`src/rtl/memory_writer_pkg.sv`:
```
// Shared definitions for the frame capture path (writer and reader).
package memory_writer_pkg;

  typedef enum logic [1:0] {
    IDLE    = 2'd0,
    CAPTURE = 2'd1,
    DONE    = 2'd2
  } state_t;

  localparam int unsigned FRAME_LEN_DEFAULT = 8192;
  localparam int unsigned ADDR_W_DEFAULT    = 13;

endpackage

```
`src/rtl/memory_writer.sv`:
```
// Captures one Avalon-ST frame into memory through an Avalon-MM write master
// and pulses trigger when the frame is complete.
module memory_writer
  import memory_writer_pkg::*;
#(
  parameter int FRAME_LEN = FRAME_LEN_DEFAULT,
  parameter int ADDR_W    = ADDR_W_DEFAULT
) (
  input  logic              clk,
  input  logic              rst,
  input  logic [31:0]       memory_writer_sink_data,
  input  logic              memory_writer_sink_valid,
  input  logic              memory_writer_sink_sop,
  input  logic              memory_writer_sink_eop,
  output logic              memory_writer_sink_ready,
  output logic [ADDR_W-1:0] memory_writer_writeaddress,
  output logic              memory_writer_write,
  output logic [31:0]       memory_writer_writedata,
  output logic              memory_writer_trigger,
  output logic              memory_writer_error,
  input  logic              memory_writer_error_clear
);

  localparam int unsigned CNT_W = ADDR_W + 1;
  localparam logic [CNT_W-1:0] LAST_IDX = CNT_W'(FRAME_LEN - 1);

  state_t             state, state_n;
  logic [CNT_W-1:0]   cnt, cnt_n;
  logic [CNT_W-1:0]   idx;
  logic [ADDR_W-1:0]  addr_n;
  logic [31:0]        data_n;
  logic               write_n;
  logic               trigger_n;
  logic               err_set;
  logic               accept;
  logic               take;

  // Ready drops only for the single DONE cycle, and during reset.
  assign memory_writer_sink_ready = !rst && (state != DONE);
  assign accept = memory_writer_sink_valid && memory_writer_sink_ready;

  // A sop always restarts the frame at index 0; in IDLE only sop beats are taken.
  assign idx  = memory_writer_sink_sop ? '0 : cnt;
  assign take = accept && (memory_writer_sink_sop || (state == CAPTURE));

  always_ff @(posedge clk or posedge rst) begin
    if (rst) begin
      state                      <= IDLE;
      cnt                        <= '0;
      memory_writer_write        <= 1'b0;
      memory_writer_writeaddress <= '0;
      memory_writer_writedata    <= '0;
      memory_writer_trigger      <= 1'b0;
      memory_writer_error        <= 1'b0;
    end else begin
      state                      <= state_n;
      cnt                        <= cnt_n;
      memory_writer_write        <= write_n;
      memory_writer_writeaddress <= addr_n;
      memory_writer_writedata    <= data_n;
      memory_writer_trigger      <= trigger_n;
      // Set has priority over clear.
      if (err_set) begin
        memory_writer_error <= 1'b1;
      end else if (memory_writer_error_clear) begin
        memory_writer_error <= 1'b0;
      end
    end
  end

  always_comb begin
    state_n   = state;
    cnt_n     = cnt;
    write_n   = 1'b0;
    addr_n    = memory_writer_writeaddress;
    data_n    = memory_writer_writedata;
    trigger_n = 1'b0;
    err_set   = 1'b0;

    unique case (state)
      IDLE: begin
        if (accept && !memory_writer_sink_sop) begin
          err_set = 1'b1;
        end
      end
      CAPTURE: begin
        if (accept && memory_writer_sink_sop) begin
          err_set = 1'b1;
        end
      end
      DONE: begin
        trigger_n = 1'b1;
        state_n   = IDLE;
      end
      default: state_n = IDLE;
    endcase

    if (take) begin
      write_n = 1'b1;
      addr_n  = idx[ADDR_W-1:0];
      data_n  = memory_writer_sink_data;
      if (idx == LAST_IDX) begin
        state_n = DONE;
        cnt_n   = '0;
        if (!memory_writer_sink_eop) begin
          err_set = 1'b1;
        end
      end else if (memory_writer_sink_eop) begin
        state_n = IDLE;
        cnt_n   = '0;
        err_set = 1'b1;
      end else begin
        state_n = CAPTURE;
        cnt_n   = idx + CNT_W'(1);
      end
    end
  end

endmodule

```
`config.mk`:
```
export PLATFORM = sky130hd
export DESIGN_NAME = memory_writer
export DESIGN_NICKNAME = d
export VERILOG_FILES = /design/src/rtl/memory_writer_pkg.sv /design/src/rtl/memory_writer.sv
export SDC_FILE = /design/constraint.sdc
export NUM_CORES = 1
export LEC_CHECK = 0
export CAP_MARGIN = 15
export CORE_ASPECT_RATIO = 1.2
export CORE_MARGIN = 2
export CORE_UTILIZATION = 40
export CTS_CLUSTER_DIAMETER = 150
export DETAILED_ROUTE_END_ITERATION = 12
export GPL_TIMING_DRIVEN = 1
export HOLD_SLACK_MARGIN = 0.02
export MAX_ROUTING_LAYER = met4
export PLACE_DENSITY = 0.69
export SYNTH_ARGS = -nofsm -noshare
export SYNTH_HDL_FRONTEND = slang
export SYNTH_SLANG_ARGS = --single-unit
```
`constraint.sdc`:
```
create_clock -name clk -period 3.1 [get_ports clk]
set_input_delay 0.93 -clock clk [delete_from_list [all_inputs] [get_ports clk]]
set_output_delay 0.93 -clock clk [all_outputs]
set_load 0.02 [all_outputs]
```
After elaboration in Yosys (flattened, before gate mapping)
Index checks and enable logic that the tools add are counted.
{ "word_totals": {"reg_bits": 64, "output_inout_bits": 49, "elab_cells": 42} }
{ "op_classes": {"add_sub_neg": 1, "eq_ne": 5, "muxes": 18, "reduce_logical": 11} }
{ "ops": {"columns": ["operator", "n"], "rows": [
  ["$mux 14", 3],
  ["$add 14x1->14 const B", 1],
  ["$eq 14x13->1 const B", 1],
  ["$mux 1", 11],
  ["$mux 2", 3],
  ["$logic_and 1x1->1", 5],
  ["$eq 2x1->1 const B", 1],
  ["$eq 2x2->1 const B", 1],
  ["$logic_not 1->1", 2],
  ["$logic_not 2->1", 1],
  ["$ne 2x1->1 const B", 1],
  ["$ne 2x2->1 const B", 1],
  ["$pmux 1 s2", 1],
  ["$reduce_bool 2->1", 1],
  ["$reduce_or 2->1", 1],
  ["$logic_or 1x1->1", 1]
]} }

Logic depth before layout (Yosys ltp)
Gate-level depths: netlist of the first run.
{ "logic_depth": {"word_depth": 10, "depth_mapped": 12} }

Worst setup path before layout of the first run
No wires, ideal clock.
{ "synth_path": {"path_type": "input -> register", "from": "in memory_writer_sink_sop", "to": "reg memory_writer_writedata[6]", "setup_time_ns": 0.117, "arrival_time_ns": 2.738, "path_slack_ns": 0.246, "path_stages": 11, "n_path_buf": 5, "path_cell_list": "clkbuf_1 buf_2 inv_1 ha_1 or3b_1 or2_1 buf_6 buf_6 buf_2 nand2_1 nand2_1"} }
{ "synth_via": {"elab_chain_len": 2} }
{ "synth_rtl": {"columns": ["item", "line_no", "text"], "rows": [
  ["start, declared", "memory_writer.sv:13", "input logic memory_writer_sink_sop,"],
  ["$logic_or 1x1->1", "memory_writer.sv:44", "assign take = accept && (memory_writer_sink_sop || (state == CAPTURE));"],
  ["$logic_and 1x1->1", "memory_writer.sv:44", null],
  ["end signal, assigned", "memory_writer.sv:60", "memory_writer_writedata <= data_n;"],
  ["end, declared", "memory_writer.sv:18", "output logic [31:0] memory_writer_writedata,"]
]} }
Every way passes these cells.
A chain may end at the register's enable or synchronous reset.

Worst setup path in the final report of the first run
{ "layout_path": {"from": "in rst", "to": "out memory_writer_sink_ready"} }
{ "layout_via": {"elab_chain_len": 2} }
{ "layout_rtl": {"columns": ["item", "line_no", "text"], "rows": [
  ["start, declared", "memory_writer.sv:10", "input logic rst,"],
  ["$logic_not 1->1 (no line)", null, null],
  ["$logic_and 1x1->1", "memory_writer.sv:39", "assign memory_writer_sink_ready = !rst && (state != DONE);"],
  ["end, declared", "memory_writer.sv:15", "output logic memory_writer_sink_ready,"]
]} }
Every way passes these cells.

==> flow_summary.ini, run 1 <==
[clocking]
cts_setup_buffers = 0
clockBufferDepth = 2
clock_sinks = 64
path_clk_slew_ns = 0.06
cts_buffers = 9
ctsHtreeMaxLevel = 3
cts_tree = done
clock_latency_ns = 0.34
cts_root_buffer = clkbuf_8
cts_resized = 0
hold_buffers = 0

[route]
dr_total_vias = 2474
routedWlPerCell_um = 13.4
drt-total-wl_um = 6750
drtIter0Drc = 111
avgViaCountPerCell = 4.92
ant_nets = 0
drc_errors = 0
firstDrtPassIters = 4

[power]
swShare_pct = 30.0
sequentialPowerShare_pct = 45.4
pwr-share-clk_pct = 28.8
power.density_nw_per_um2 = 534
p_sw_uw = 660
intPower_mw = 1.54
p_leak_nw = 1.89
finalPower_mw = 2.20
ir_drop_uv = 336
comb_power_share_pct = 25.8

[synth]
synth_cells = 307
synth.ff_latch_count = 64
synth.area.top_cells = dfrtp_1 (55%), nand2_1 (16%), buf_6 (1.9%)
syn_area_sq_um = 2920
synth.distinct_cells = 43
synth_area_per_cell_sq_um = 9.50
synth_top_cell_by_area = dfrtp_1
synth_nets = 347
synth_top_area_share_pct = 54.9
synth_warnings = 0
yosysSeqAreaShare_pct = 54.9

[sta]
hold_viol_final = 0
final-setup-viol-count = 0
period_share_pct = 97.6
skew_ns = 0.00703
tightest_slew_ns = 0.551
drv_slew = 0
final.setup.worst_slack_ns = 0.0737
slew_headroom_pct = 63.3
rsz0062_at_grt = no
whs_ns = 0.474
fin_crit_ns = 3.03
fmax_mhz = 330
setup_tns_ns = 0

[layout]
diodes = 0
stdcell_count = 503
design_area_sq_um = 4120
fin_util_pct = 57.6
syn_to_final_growth_pct = 41.2
drive_gt1_share_pct = 12.1
final_nets = 449
nFillCells = 644

[grt]
track_usage_pct = 18.2
first_global_vias = 2392
grt_max_degree = 49
grt_pass1_wl_um = 11000
antenna_found_initial = 0
gr-total-overflow = 0

[placed_design]
place.gp.congestion = 0.840
dpl_worst_slack_ns = 0.0438
dp.final_hpwl_um = 4890
dp_cells = 488
placed_cell_area_sq_um = 3950
numPortBuffers = 86

[critical_path]
ff2ff_setup_slack_ns = 0.95
path_class = in -> out
endpoint_kind = output pin
critPathRequiredTime_ns = 2.17
crit_fanout = 2
critPathArrivalTime_ns = 2.10
startpoint_type = primary input

[die]
row_count = 34
die_w_um = 82.0
ios = 87
die_y_um = 97.5
die_area_sq_um = 7990
start_util_pct = 40.8
fp.coreArea_sq_um = 7150

[hold_path]
holdCritPathClass = reg -> reg

[run_status]
outcome = complete, no violations

[run]
maxCapViolations = 0
synth_stat cells:
cell type,instances
o31ai_1,7
or4_4,2
clkbuf_1,4
o32ai_2,1
buf_2,7
nand2b_1,6
nand3_1,6
inv_1,10
nor2_1,8
nand4bb_1,1
buf_6,5
nor4_1,5
nor2b_1,4
xnor2_1,1
or3_1,1
a41oi_2,3
nand2_1,122
o21a_1,1
ha_1,2
o21ai_0,5
o22ai_1,3
dfrtp_1,64
inv_6,1
or4_1,4
nand4b_2,1
a32oi_1,1
o21ai_1,4
a31oi_1,7
or2_1,1
mux2_2,1
nand4b_1,1
nand4_1,4
xor2_1,1
and2_1,2
mux2i_1,3
nor3_1,1
o31ai_2,1
a31oi_2,1
or3b_1,1
nand3_4,1
nor4b_1,1
or2b_1,1
buf_8,1
worst paths after layout:
kind | cells past startpoint | start | to
max in group asynchronous | 4 | rst | memory_writer_writedata[9]
setup / recovery | 3 | rst | memory_writer_sink_ready
hold reg to reg | 2 | memory_writer_writedata[28] | memory_writer_writedata[28]
hold / removal | 2 | memory_writer_writedata[28] | memory_writer_writedata[28]
setup reg to reg | 7 | state[1] | cnt[3]
min in group asynchronous | 4 | rst | memory_writer_error
power groups by stage:
stage                     sequential (mW)  clock [mW]  combinational, mW
after floorplan                      1.13           0              0.173
after global placement               1.01           0              0.566
after detailed placement             1.01           0              0.575
after CTS                           0.998       0.655              0.576
after global routing                 1.01       0.694              0.619
final                               0.999       0.634              0.567
area by class of cell:
cell class              count  area [sq um]  area share, %
clock buffers              12           155           3.77
clock inverters             3          17.5          0.425
well taps                  90           113           2.73
inverters                  11          46.3           1.12
multi-input cells         215          1150           27.9
flip-flops and latches     64          1600           38.9
repair buffers            108          1040           25.2
cell families (layout without fill, tap and decap cells):
logic type	Yosys count	in the layout	synth area share [%]
AOI/OAI and AO/OA	34	34	9.14
buffers and inverters	28	134	5.75
and+or+nand+nor	173	173	27.3
xor gates and xnor gates	2	2	0.601
muxes	4	4	1.42
DFF	64	64	54.9
adders and majority gates	2	2	0.858
metal layers:
metal	global-route usage (%)	part of all wire, %
met1	22.7	45
met2	28.0	48
met3	3.25	4.9
met4	9.36	1.7
met5	-	0
layout by cell type (no fill, tap or decap), types with 2 or more instances in the layout:
master / count
nor2b_1: 4
a31oi_1: 7
clkdlybuf4s50_1: 86
dfrtp_1: 64
nand2_1: 122
clkinv_2: 2
mux2i_1: 3
nand4_1: 4
ha_1: 2
or4_4: 2
o31ai_1: 7
a41oi_2: 3
o21ai_1: 4
inv_1: 9
buf_4: 21
nand3_1: 6
or4_1: 4
nand2b_1: 6
nor4_1: 5
and2_1: 2
o21ai_0: 5
o22ai_1: 3
nor2_1: 8
clkbuf_8: 11
flip-flops by register name (all words and copies together), names as in the netlist:
register / flops
state: 2
memory_writer_writeaddress: 13
memory_writer_write: 1
cnt: 14
memory_writer_writedata: 32
memory_writer_error: 1
memory_writer_trigger: 1
critical path: stages:
cell and delay, ns:
clkdlybuf4s50_1 0.42, nor2_1 0.13, clkdlybuf4s50_1 0.61
Note: power is estimated with default switching activity, not from simulation.
==> run 2: changes to the inputs <==
CTS_BUF_LIST = sky130_fd_sc_hd__clkbuf_4   (was default)
==> run 2 against run 1 <==
Against the previous run:
- combinational power is essentially flat
- worst setup slack gained 0.0088 ns
- clock skew grew 0.0039 ns
- sequential share of layout area grew 0.70 points
- final cell count is the same
- hold slack gained 0.0074 ns
- largest power group unchanged
==> flow_summary.ini, run 2 (same netlist as run 1, synthesis figures left out) <==
[power]
p_sw_uw = 644
power.density_nw_per_um2 = 499
intPower_mw = 1.37
swShare_pct = 31.9
ir_drop_uv = 299
comb_power_share_pct = 28.1
p_leak_nw = 1.86
pwr-share-clk_pct = 22.4
sequentialPowerShare_pct = 49.4

[layout]
syn_to_final_growth_pct = 38.7
nFillCells = 657
diodes = 0
drive_gt1_share_pct = 11.9
fin_util_pct = 56.6
final_cell_mix = nand2_1 (122), clkdlybuf4s50_1 (86), dfrtp_1 (64)
largest_reg_flops = 32
final_nets = 449
multi_input_area_sq_um = 1150
area.sequential_sq_um = 1600
stdcell_count = 503
top_register = memory_writer_writedata
reg.largest.list = memory_writer_writedata: 32 flops, cnt: 14 flops, memory_writer_writeaddress: 13 flops
layout_commonest_cell = nand2_1

[route]
drtIter0Drc = 107
routedWlPerCell_um = 13.4
ant_nets = 0
drt-total-wl_um = 6750
firstDrtPassIters = 4
dr_total_vias = 2474
avgViaCountPerCell = 4.92
drc_errors = 0

[die]
fp.coreArea_sq_um = 7150
ios = 87
die_area_sq_um = 7990
start_util_pct = 40.8
die_y_um = 97.5
die_w_um = 82.0
row_count = 34

[clocking]
cts_root_buffer = clkbuf_4
cts_resized = 0
path_clk_slew_ns = 0.10
clock_sinks = 64
cts_tree = done
hold_buffers = 0
cts_setup_buffers = 0
ctsHtreeMaxLevel = 3
clock_latency_ns = 0.40
clockBufferDepth = 2
cts_buffers = 9

[grt]
track_usage_pct = 18.4
antenna_found_initial = 0
grt_pass1_wl_um = 11000
grt_max_degree = 49
first_global_vias = 2381
gr-total-overflow = 0

[placed_design]
dp_cells = 488
place.gp.congestion = 0.840
numPortBuffers = 86
dp.final_hpwl_um = 4890

[sta]
fin_crit_ns = 3.02
skew_ns = 0.0109
tightest_slew_ns = 0.554
hold_viol_final = 0
drv_slew = 0
setup_tns_ns = 0
whs_ns = 0.481
final-setup-viol-count = 0
rsz0062_at_grt = no
period_share_pct = 97.3
fmax_mhz = 331
slew_headroom_pct = 63.1

[critical_path]
path_class = in -> out
crit_fanout = 2
critPathArrivalTime_ns = 2.09
endpoint_kind = output pin
critPathRequiredTime_ns = 2.17
startpoint_type = primary input

[run_status]
outcome = complete, no violations

[run]
maxCapViolations = 0

[hold_path]
holdCritPathClass = reg -> reg
## run 2: critical path, cell delays in order
cell and delay [ns]:
clkdlybuf4s50_1 0.42, nor2_1 0.12, clkdlybuf4s50_1 0.61
## run 2: final cells by class
type                       count  share of cell area, %
sequential                    64                   39.6
clock inverter                 5                  0.618
tap                           90                   2.78
clock buffer                  10                   1.86
timing repair buffer         108                   25.7
inverter                      11                   1.14
multi-input combinational    215                   28.4
## run 2: final timing paths
check | to | startpoint | slack (ns) | depth (start not counted)
max | memory_writer_sink_ready | rst | 0.08 | 3
min | memory_writer_writedata[28] | memory_writer_writedata[28] | 0.48 | 2
max reg2reg | cnt[3] | state[1] | 0.94 | 7
min reg2reg | memory_writer_writedata[28] | memory_writer_writedata[28] | 0.48 | 2
max in group asynchronous | memory_writer_writedata[29] | rst | 1.57 | 4
min in group asynchronous | cnt[11] | rst | 1.03 | 4
## run 2: power by group through the flow
stage | clock [mW] | combinational [mW] | sequential, mW
6_report | 0.453 | 0.567 | 0.997
5_1_grt | 0.514 | 0.619 | 1.01
4_1_cts | 0.472 | 0.576 | 0.997
3_5_place_dp | 0 | 0.575 | 1.01
3_3_place_gp | 0 | 0.566 | 1.01
2_1_floorplan | 0 | 0.173 | 1.13
## run 2: through the flow
stage	instance area [sq um]	worst slack (ns)	total power [mW]
final	4050	0.0825	2.02
after global routing	4050	0.00750	2.14
after CTS	4050	0.0514	2.04
after detailed placement	3950	0.0438	1.59
after global placement	3950	0.0473	1.58
after floorplan	2920	0.246	1.30
## run 2: per-layer routing
layer,GRT usage (%),share of wire [%]
met2,27.8,47
met4,9.36,2.0
met5,-,0
met1,23.0,45
met3,3.81,5.4
==> run 3: changes to the inputs <==
RECOVER_POWER = 100   (was default)
REMOVE_ABC_BUFFERS = 1   (was default)
==> run 3 against run 2 <==
Against the previous run:
- the run now ends with max-capacitance violations, max-slew violations left
- flip-flop and latch count unchanged
- final cell count unchanged
- global-route usage hardly changed
- hold slack got worse by 0.0077 ns
- register-to-register slack worse by 0.20 ns
- worst setup slack better by 0.027 ns
- sequential share of layout area down 0.27 points
- largest power group unchanged
- highest routed layer unchanged
==> flow_summary.ini, run 3 (same netlist as run 1, synthesis figures left out) <==
[run_status]
outcome = finished with violations
violations = max-capacitance violations, max-slew violations

[placed_design]
numPortBuffers = 86
dp.final_hpwl_um = 4880
dp_cells = 487
place.gp.congestion = 0.917

[layout]
final_nets = 448
drive_gt1_share_pct = 10.4
stdcell_count = 503
largest_reg_flops = 32
diodes = 0
area.sequential_sq_um = 1600
nFillCells = 681
layout_commonest_cell = nand2_1
top_register = memory_writer_writedata
multi_input_area_sq_um = 1130
fin_util_pct = 57.0
reg.largest.list = memory_writer_writedata: 32 flops, cnt: 14 flops, memory_writer_writeaddress: 13 flops
syn_to_final_growth_pct = 39.7
final_cell_mix = nand2_1 (122), dfrtp_1 (64), dlygate4sd3_1 (49)

[clocking]
cts_buffers = 9
clock_sinks = 64
cts_root_buffer = clkbuf_4
ctsHtreeMaxLevel = 3
clockBufferDepth = 2
clock_latency_ns = 0.40
cts_tree = done
path_clk_slew_ns = 0.09
hold_buffers = 0
cts_resized = 0
cts_setup_buffers = 0

[die]
fp.coreArea_sq_um = 7150
die_y_um = 97.5
die_w_um = 82.0
start_util_pct = 40.8
die_area_sq_um = 7990
ios = 87
row_count = 34

[critical_path]
crit_fanout = 2
reg2reg_depth = 7
r2r-start = state[1]
startpoint_type = primary input
endpoint_kind = output pin
r2r-end = cnt[9]
critPathArrivalTime_ns = 2.06
critPathRequiredTime_ns = 2.17
cp-startpoint = rst
crit_end = memory_writer_sink_ready
ff2ff_setup_slack_ns = 0.74
path_class = in -> out

[power]
p_sw_uw = 649
intPower_mw = 1.51
sequentialPowerShare_pct = 46.2
p_leak_nw = 1.96
power.density_nw_per_um2 = 529
comb_power_share_pct = 24.6
finalPower_mw = 2.16
ir_drop_uv = 288
pwr-share-clk_pct = 29.2
swShare_pct = 30.1

[grt]
first_global_vias = 2449
gr-total-overflow = 0
grt_max_degree = 65
track_usage_pct = 18.4
antenna_found_initial = 0
grt_pass1_wl_um = 11100

[route]
wl_met3_um = 374
met1_length_um = 2940
drt-total-wl_um = 6710
firstDrtPassIters = 4
ant_nets = 0
met2_length_um = 3260
routedWlPerCell_um = 13.3
dr_total_vias = 2470
drtIter0Drc = 83
top_layer_used = met4
drc_errors = 0
avgViaCountPerCell = 4.91

[sta]
final-setup-viol-count = 0
setup_tns_ns = 0
drv_slew = 65
whs_ns = 0.474
fmax_mhz = 334
fin_crit_ns = 2.99
skew_ns = 0.0154
period_share_pct = 96.5
hold_viol_final = 0
tightest_slew_ns = 1.52
rsz0062_at_grt = no
slew_headroom_pct = -1.43

[hold_path]
hold-path-cell-count = 2
worstHoldStart = memory_writer_writedata[19]
holdCritPathClass = reg -> reg

[run]
maxCapViolations = 1
[run 3: power by group through the flow]
stage	registers [mW]	logic, mW	clock network (mW)
after floorplan	1.13	0.153	0
after global placement	1.02	0.568	0
after detailed placement	1.02	0.579	0
after CTS	1.00	0.580	0.645
after global routing	1.01	0.583	0.678
final	0.996	0.530	0.630
[run 3: final cells by class]
| cell class | instances | share of cell area (%) |
|---|---|---|
| sequential | 64 | 39.3 |
| multi-input combinational | 215 | 27.8 |
| timing repair buffer | 107 | 25.1 |
| tap | 90 | 2.76 |
| clock inverter | 6 | 2.06 |
| clock buffer | 10 | 1.84 |
| inverter | 11 | 1.14 |
[run 3: worst min path at each step]
| stage | end | slack, ns |
|---|---|---|
| after floorplan | memory_writer_trigger | 0.44 |
| after global placement | memory_writer_writeaddress[12] | 0.45 |
| final | memory_writer_writedata[19] | 0.47 |
| after global routing | memory_writer_writeaddress[12] | 0.49 |
| after detailed placement | memory_writer_writeaddress[12] | 0.46 |
| after CTS | memory_writer_writeaddress[12] | 0.48 |
[run 3: through the flow]
stage,setup WS [ns],instance area (sq um)
2_1_floorplan,-0.222,2800
3_3_place_gp,0.0139,3960
3_5_place_dp,-0.00718,3960
4_1_cts,0.101,4120
5_1_grt,0.0293,4070
6_report,0.109,4070
[run 3: per-layer routing]
metal  GRT usage [%]  vias up
li1                -     1233
met1            22.6     1161
met2            29.0       64
met3            3.44       12
met4            8.59        0
met5               -        -
[run 3: worst max-delay path, stage by stage]
cell	delay, ns
clkdlybuf4s50_1	0.41
nor2_1	0.11
clkdlybuf4s50_1	0.61
